==> config.mk <==
export PLATFORM = sky130hd
export DESIGN_NAME = pzbcm_slicer_arbiter
export DESIGN_NICKNAME = d
export VERILOG_FILES = /design/src/rtl/pzbcm_slicer_arbiter.sv
export SDC_FILE = /design/constraint.sdc
export NUM_CORES = 1
export LEC_CHECK = 0
export CORE_AREA = 2 2 39 41
export DETAILED_ROUTE_END_ITERATION = 12
export DIE_AREA = 0 0 41 43
export PLACE_DENSITY_LB_ADDON = 0.05
export SLEW_MARGIN = 20
export SYNTH_ARGS = -nofsm -noshare
export SYNTH_HDL_FRONTEND = slang
export SYNTH_SLANG_ARGS = --single-unit
==> constraint.sdc <==
create_clock -name i_clk -period 2.8 [get_ports i_clk]
set_clock_uncertainty 0.1 [all_clocks]
set_input_delay 0.28 -clock i_clk [delete_from_list [all_inputs] [get_ports i_clk]]
set_output_delay 0.28 -clock i_clk [all_outputs]
set_load 0.02 [all_outputs]
==> src/rtl/pzbcm_slicer_arbiter.sv <==
// N-to-1 valid/ready arbiter feeding a two-entry registered output slice.
// Each output beat carries the index of the requester that produced it.
module pzbcm_slicer_arbiter #(
  parameter int   REQUESTS    = 2,
  parameter int   WIDTH       = 1,
  parameter type  TYPE        = logic [WIDTH-1:0],
  parameter bit   ROUND_ROBIN = 1'b1,
  parameter bit   USE_RESET   = 1'b1,
  localparam int  IDX_W       = (REQUESTS > 2) ? $clog2(REQUESTS) : 1
) (
  input  logic                i_clk,
  input  logic                i_rst_n,
  input  logic [REQUESTS-1:0] i_valid,
  output logic [REQUESTS-1:0] o_ready,
  input  TYPE                 i_data [REQUESTS],
  output logic                o_valid,
  input  logic                i_ready,
  output TYPE                 o_data,
  output logic [IDX_W-1:0]    o_index
);

  logic [REQUESTS-1:0] grant;
  logic [IDX_W-1:0]    grant_idx;
  logic [IDX_W-1:0]    ptr_q;
  logic [1:0]          count_q;
  logic [1:0]          count_next;
  logic                head_q;
  logic                tail;
  logic                full;
  logic                push;
  logic                pop;
  TYPE                 data_q  [2];
  logic [IDX_W-1:0]    index_q [2];

  // Round-robin searches from the slot after the last accepted requester;
  // fixed priority simply scans from index 0.
  always_comb begin
    int unsigned cand;
    logic        found;
    grant     = '0;
    grant_idx = '0;
    found     = 1'b0;
    cand      = 0;
    for (int unsigned k = 0; k < REQUESTS; k++) begin
      if (ROUND_ROBIN) begin
        cand = (32'(ptr_q) + 32'd1 + k) % 32'(REQUESTS);
      end else begin
        cand = k;
      end
      if (!found && i_valid[cand]) begin
        found       = 1'b1;
        grant[cand] = 1'b1;
        grant_idx   = IDX_W'(cand);
      end
    end
  end

  // full comes straight from the count register, so i_ready never reaches
  // o_ready combinationally; i_rst_n gating keeps o_ready low during reset.
  assign full    = (count_q == 2'd2);
  assign o_ready = grant & {REQUESTS{~full & i_rst_n}};
  assign push    = (|i_valid) & ~full & i_rst_n;
  assign pop     = (count_q != 2'd0) & i_ready;
  assign tail    = head_q ^ (count_q == 2'd1);

  always_comb begin
    count_next = count_q;
    case ({push, pop})
      2'b10:   count_next = count_q + 2'd1;
      2'b01:   count_next = count_q - 2'd1;
      default: count_next = count_q;
    endcase
  end

  always_ff @(posedge i_clk or negedge i_rst_n) begin
    if (!i_rst_n) begin
      count_q <= '0;
      head_q  <= 1'b0;
      ptr_q   <= IDX_W'(REQUESTS - 1);
    end else begin
      count_q <= count_next;
      if (pop) begin
        head_q <= ~head_q;
      end
      if (push) begin
        ptr_q <= grant_idx;
      end
    end
  end

  if (USE_RESET) begin : g_store_rst
    always_ff @(posedge i_clk or negedge i_rst_n) begin
      if (!i_rst_n) begin
        for (int unsigned j = 0; j < 2; j++) begin
          data_q[j]  <= '0;
          index_q[j] <= '0;
        end
      end else if (push) begin
        data_q[tail]  <= i_data[grant_idx];
        index_q[tail] <= grant_idx;
      end
    end
  end else begin : g_store_nrst
    always_ff @(posedge i_clk) begin
      if (push) begin
        data_q[tail]  <= i_data[grant_idx];
        index_q[tail] <= grant_idx;
      end
    end
  end

  assign o_valid = (count_q != 2'd0);
  assign o_data  = data_q[head_q];
  assign o_index = index_q[head_q];

endmodule
# Yosys cells after proc, flatten, opt, wreduce, memory -nomap -nowiden
# Cells that the tools add are included.
# totals
elab_cells	70
output_inout_bits	5
in_bits	7
register_bits	8
# classes
eq_ne	4
add_sub_neg	4
reduce_logical	8
magnitude_cmp	8
bitwise_logic	12
n_mux	27
# op_table
operator	n
1-bit two-way mux	19
2-bit >= comparator, second input constant	3
1-bit inverter with 2-bit output	3
1-bit AND	4
2-bit bitwise mux	2
2-bit by 1-bit equality test with 1-bit output, second input constant	2
2-bit equality test, second input constant	2
1-bit logical AND	4
1-bit by 2-bit < comparator with 1-bit output, second input constant	2
2-bit two-way mux	2
2-bit one-hot mux with 2 select lines	1
2-bit nonzero test	2
1-bit demux with 1-bit select	3
1-bit adder, second input constant	2
2-bit by 1-bit adder with 2-bit output, second input constant	1
2-bit AND	1
1-bit >= comparator, second input constant	2
2-bit by 1-bit < comparator with 1-bit output, second input constant	1
1-bit inverter	2
2-bit OR	1
2-bit OR reduction	1
2-bit by 1-bit subtractor with 2-bit output, second input constant	1
1-bit logical NOT	1
1-bit bitwise XOR	1

# Depth between registers and ports, before layout
# Gate-level depths: netlist of run 1.
# logic_depth
word_depth	12
mapped_depth	7
mapped_depth_nobuf	7

# Least setup slack after synthesis of run 1
# Ideal clock, no wire load.
# synth_timing
kind	flip-flop to flip-flop
startpoint	register count_q[0]
endpoint	register count_q[1]
t_required_ns	2.573
stages_incl_launch_ff	8
path_buffers	0
slack_ns	1.173
synth_period_minus_slack_ns	1.627
setup_ns	0.127
arrival_time_ns	1.400
cell_sequence	dfrtp_1 -> inv_1 -> ha_1 -> nor2b_1 -> o21ai_0 -> ha_1 -> nand2_1 -> o21ai_0
# synth_between
elab_chain_cells	6
elab_cells_between_ends	12
cone_classes	add/sub: 2; eq/ne: 3; mux: 1; bitwise: 4; reduce/logical: 2
# synth_lines
item	line_no	source
start: declaration	25	logic [1:0] count_q;
start signal: assignment	81	count_q <= count_next;
2-bit equality test	60	assign full = (count_q == 2'd2);
1-bit inverter	62	assign push = (|i_valid) & ~full & i_rst_n;
1-bit AND (2 in a row)	62	
2-bit by 1-bit equality test with 1-bit output / 2-bit equality test (equally long branches)	68	case ({push, pop})
2-bit one-hot mux with 2 select lines / 2-bit nonzero test (equally long branches)	n/a	
# Parallel ways exist; a longest one is shown, timed or not.
# A chain may end at the register's enable or synchronous reset.

# Final worst setup path of run 1
# layout_timing
startpoint	register count_q[0]
endpoint	output o_ready[0]
# layout_between
elab_chain_cells	4
# layout_lines
item	line_no	source
2-bit equality test	60	
1-bit inverter	61	assign o_ready = grant & {REQUESTS{~full & i_rst_n}};
1-bit AND	61	
2-bit AND	61	
end: declaration	14	output logic [REQUESTS-1:0] o_ready,
# Every way passes these cells.

==> metrics.txt, run 1 <==
slowest CP cell clkdlybuf4s50_1; Synth Net Count 53; reg2reg end count_q[1]; Slew @ Worst Pin between 300 and 400 ps; Distinct cells, synth 18; chip height ~43 um; routed length per instance around 13 um; WP data required roughly 2400 ps; Final nets 70; Hold Buf Count CTS 0; worst path bufs/invs 2; htree depth 1; sequential power share 0.327; Critical Path AT 2010 ps; Seq/Total Area, Yosys 0.4259; grt ovf 0; core area 0.001384 mm2; Iteration-0 DRC Markers 3; synthesized area about 470 um2; Pwr Density roughly 1100 mW/mm2; Clock power frac 0.135; register bit total from synthesis 8; Leak Pwr around 0.28 nW; setup repair bufs after CTS 0; gr usage total 0.1443; Internal Power roughly 440 uW; Max clock buf depth 2; Reg clk slew, reported paths approximately 60 ps; Root Buffer clkbuf_4; placed cell count 70; Period minus WS final ~2400 ps; syn avg cell area about 11 um2; first-pass GRT wire length 1621 um; Worst-Skew Late Latency 250 ps; crit path max fanout 5; Layout area overhead 34.66%; Power Total about 700 uW; Max-cap violations 0; initial antenna violation count 0; Cell Count, Final, Fillers Out between 70 and 80; RSZ-0062 raised after global routing no; Final GP Congestion slightly below 0.6; switching share of power 0.3681; Final setup viols 0; grt met1 use 0.1438; setup slack after layout just over 400 ps; 1st-pass router iterations 2; critical path class reg -> out; CP startpoint kind register; slew margin rel. 0.7946; post-CTS sizing 0; drt via density ~4.8; grt met2 use 0.2344; cells on worst reg2reg path 7; total number of vias around 350; pre-CTS WS 504.8 ps; Ant. Diodes 0; Post-Route Setup TNS 0 ps; delay-heaviest family, CP buffers and inverters; DP HPWL around 800 um; worst path cell trace inv_1 > ha_1 > nor2b_1 > nand2_1 > a21oi_1 > clkdlybuf4s50_1; net switching power 258.3 uW; fraction of layout cells with a size suffix above 1 0.2414; largest net degree at the start of global routing 10; status finished clean; synth warn 0; Detail Route Antenna Nets 0; GR Layer Usage met3 0.06283; num rows 14; CTS sink cnt 8; Slew Limit Fails 0; Final Hold Fails 0; Gate Count Post-Synth between 40 and 50; vias in the first global route around 390; Reg2Reg Setup Slack approximately 950 ps; Initial Utilization 0.3418; Most Crowded Layer GR met2; crit end category output pin; worst r2r src count_q[0]; Peak VDD IR about 0.41 mV; final period utilization 0.8537; number of CTS-inserted buffers 3; Core Util, Final 0.4602; drt total wl ~940 um; Die ar. between 0.0015 and 0.002 mm2; maximum clock frequency around 0.42 GHz; Comb power frac 0.539; Residual DRC 0; IO Port Bufs 11; CTS tree yes; die outline width 41 um; I/O pin cnt 12; Largest stage delay, worst path slightly above 600 ps; Hold Path Class in -> async
[final cells by class]
type                       count  area (um2)
fill                         134       747.0
multi-input combinational     30       256.5
sequential                     8       201.4
timing repair buffer          12       117.6
clock buffer                   4       26.28
tap                           16       20.02
inverter                       4       15.01
[sequential cells by signal, summed over array words and instances (netlist names)]
register,flops
count_q,2
data_q,2
index_q,2
head_q,1
ptr_q,1
[synthesized netlist by cell type]
cell type  n  area [um2]
dfrtp_1    7       175.2
dfstp_2    1       26.28
a21oi_1    2       10.01
xor2_1     1       8.760
and2_1     1       6.260
mux2_2     7       78.83
nand2_1    2       7.510
nand2b_1   1       6.260
nor2b_1    2       12.51
o21ai_0    2       10.01
nor2_1     1       3.750
inv_1      4       15.01
nor3b_2    1       12.51
nor3_2     1       10.01
a31oi_1    1       6.260
ha_1       4       50.05
xnor2_1    3       26.28
a21boi_1   1       7.510
[metrics by stage]
step	hold WS (ps)	instance area, um2
2_1_floorplan	-115.6	473.0
3_3_place_gp	386.3	610.6
3_5_place_dp	406.1	610.6
4_1_cts	234.2	636.9
5_1_grt	238.0	636.9
6_report	240.8	636.9
[layer usage]
metal / up-vias / wire length, um
met5: - / 0
met4: 0 / 17
met3: 3 / 52
met2: 10 / 504
met1: 166 / 367
li1: 173 / -
[cell families after synthesis]
family	count (synthesis)	share of synthesized area
xor gates and xnor gates	4	0.07409
DFF	8	0.4259
AOI/OAI and AO/OA	6	0.07144
adders and majority gates	4	0.1058
and+or+nand+nor	9	0.1243
muxes	7	0.1667
buffers and inverters	4	0.03174
[placed cells by master (no fill, tap or decap)]
cell / netlist / layout
clkdlybuf4s50_1: 0 / 11
xor2_1: 1 / 1
a31oi_1: 1 / 1
dfstp_2: 1 / 1
nor3_2: 1 / 1
buf_4: 0 / 1
nor3b_2: 1 / 1
nor2b_1: 2 / 2
nand2b_1: 1 / 1
nand2_1: 2 / 2
nor2_1: 1 / 1
inv_1: 4 / 4
ha_1: 4 / 4
xnor2_1: 3 / 3
mux2_2: 7 / 7
a21boi_1: 1 / 1
o21ai_0: 2 / 2
dfrtp_1: 7 / 7
a21oi_1: 2 / 2
and2_1: 1 / 1
clkbuf_4: 0 / 3
clkbuf_1: 0 / 1
[power groups by stage]
stage	combinational [mW]	sequential (mW)	clock [mW]
after global placement	0.367	0.224	0
after detailed placement	0.383	0.231	0
after global routing	0.420	0.239	0.110
after floorplan	0.268	0.216	0
final	0.378	0.229	0.0947
after CTS	0.385	0.229	0.100
[worst max-delay path by stage]
stage,from,cells after the start,endpoint
2_1_floorplan,count_q[0],7,count_q[1]
3_3_place_gp,i_valid[1],4,o_ready[1]
3_5_place_dp,i_valid[1],4,o_ready[1]
4_1_cts,count_q[0],6,o_ready[0]
5_1_grt,count_q[0],6,o_ready[0]
6_report,count_q[0],6,o_ready[0]
Note: power is estimated with default switching activity, not from simulation.
==> inputs of run 2 (changes only) <==
--- a/config.mk
+++ b/config.mk
@@ -6,6 +6,7 @@
 export NUM_CORES = 1
 export LEC_CHECK = 0
 export CORE_AREA = 2 2 39 41
+export CTS_CLUSTER_DIAMETER = 40
 export DETAILED_ROUTE_END_ITERATION = 12
 export DIE_AREA = 0 0 41 43
 export PLACE_DENSITY_LB_ADDON = 0.05
==> results of run 2 <==
No change in the layout: final DEF, timing and power equal those of run 1.
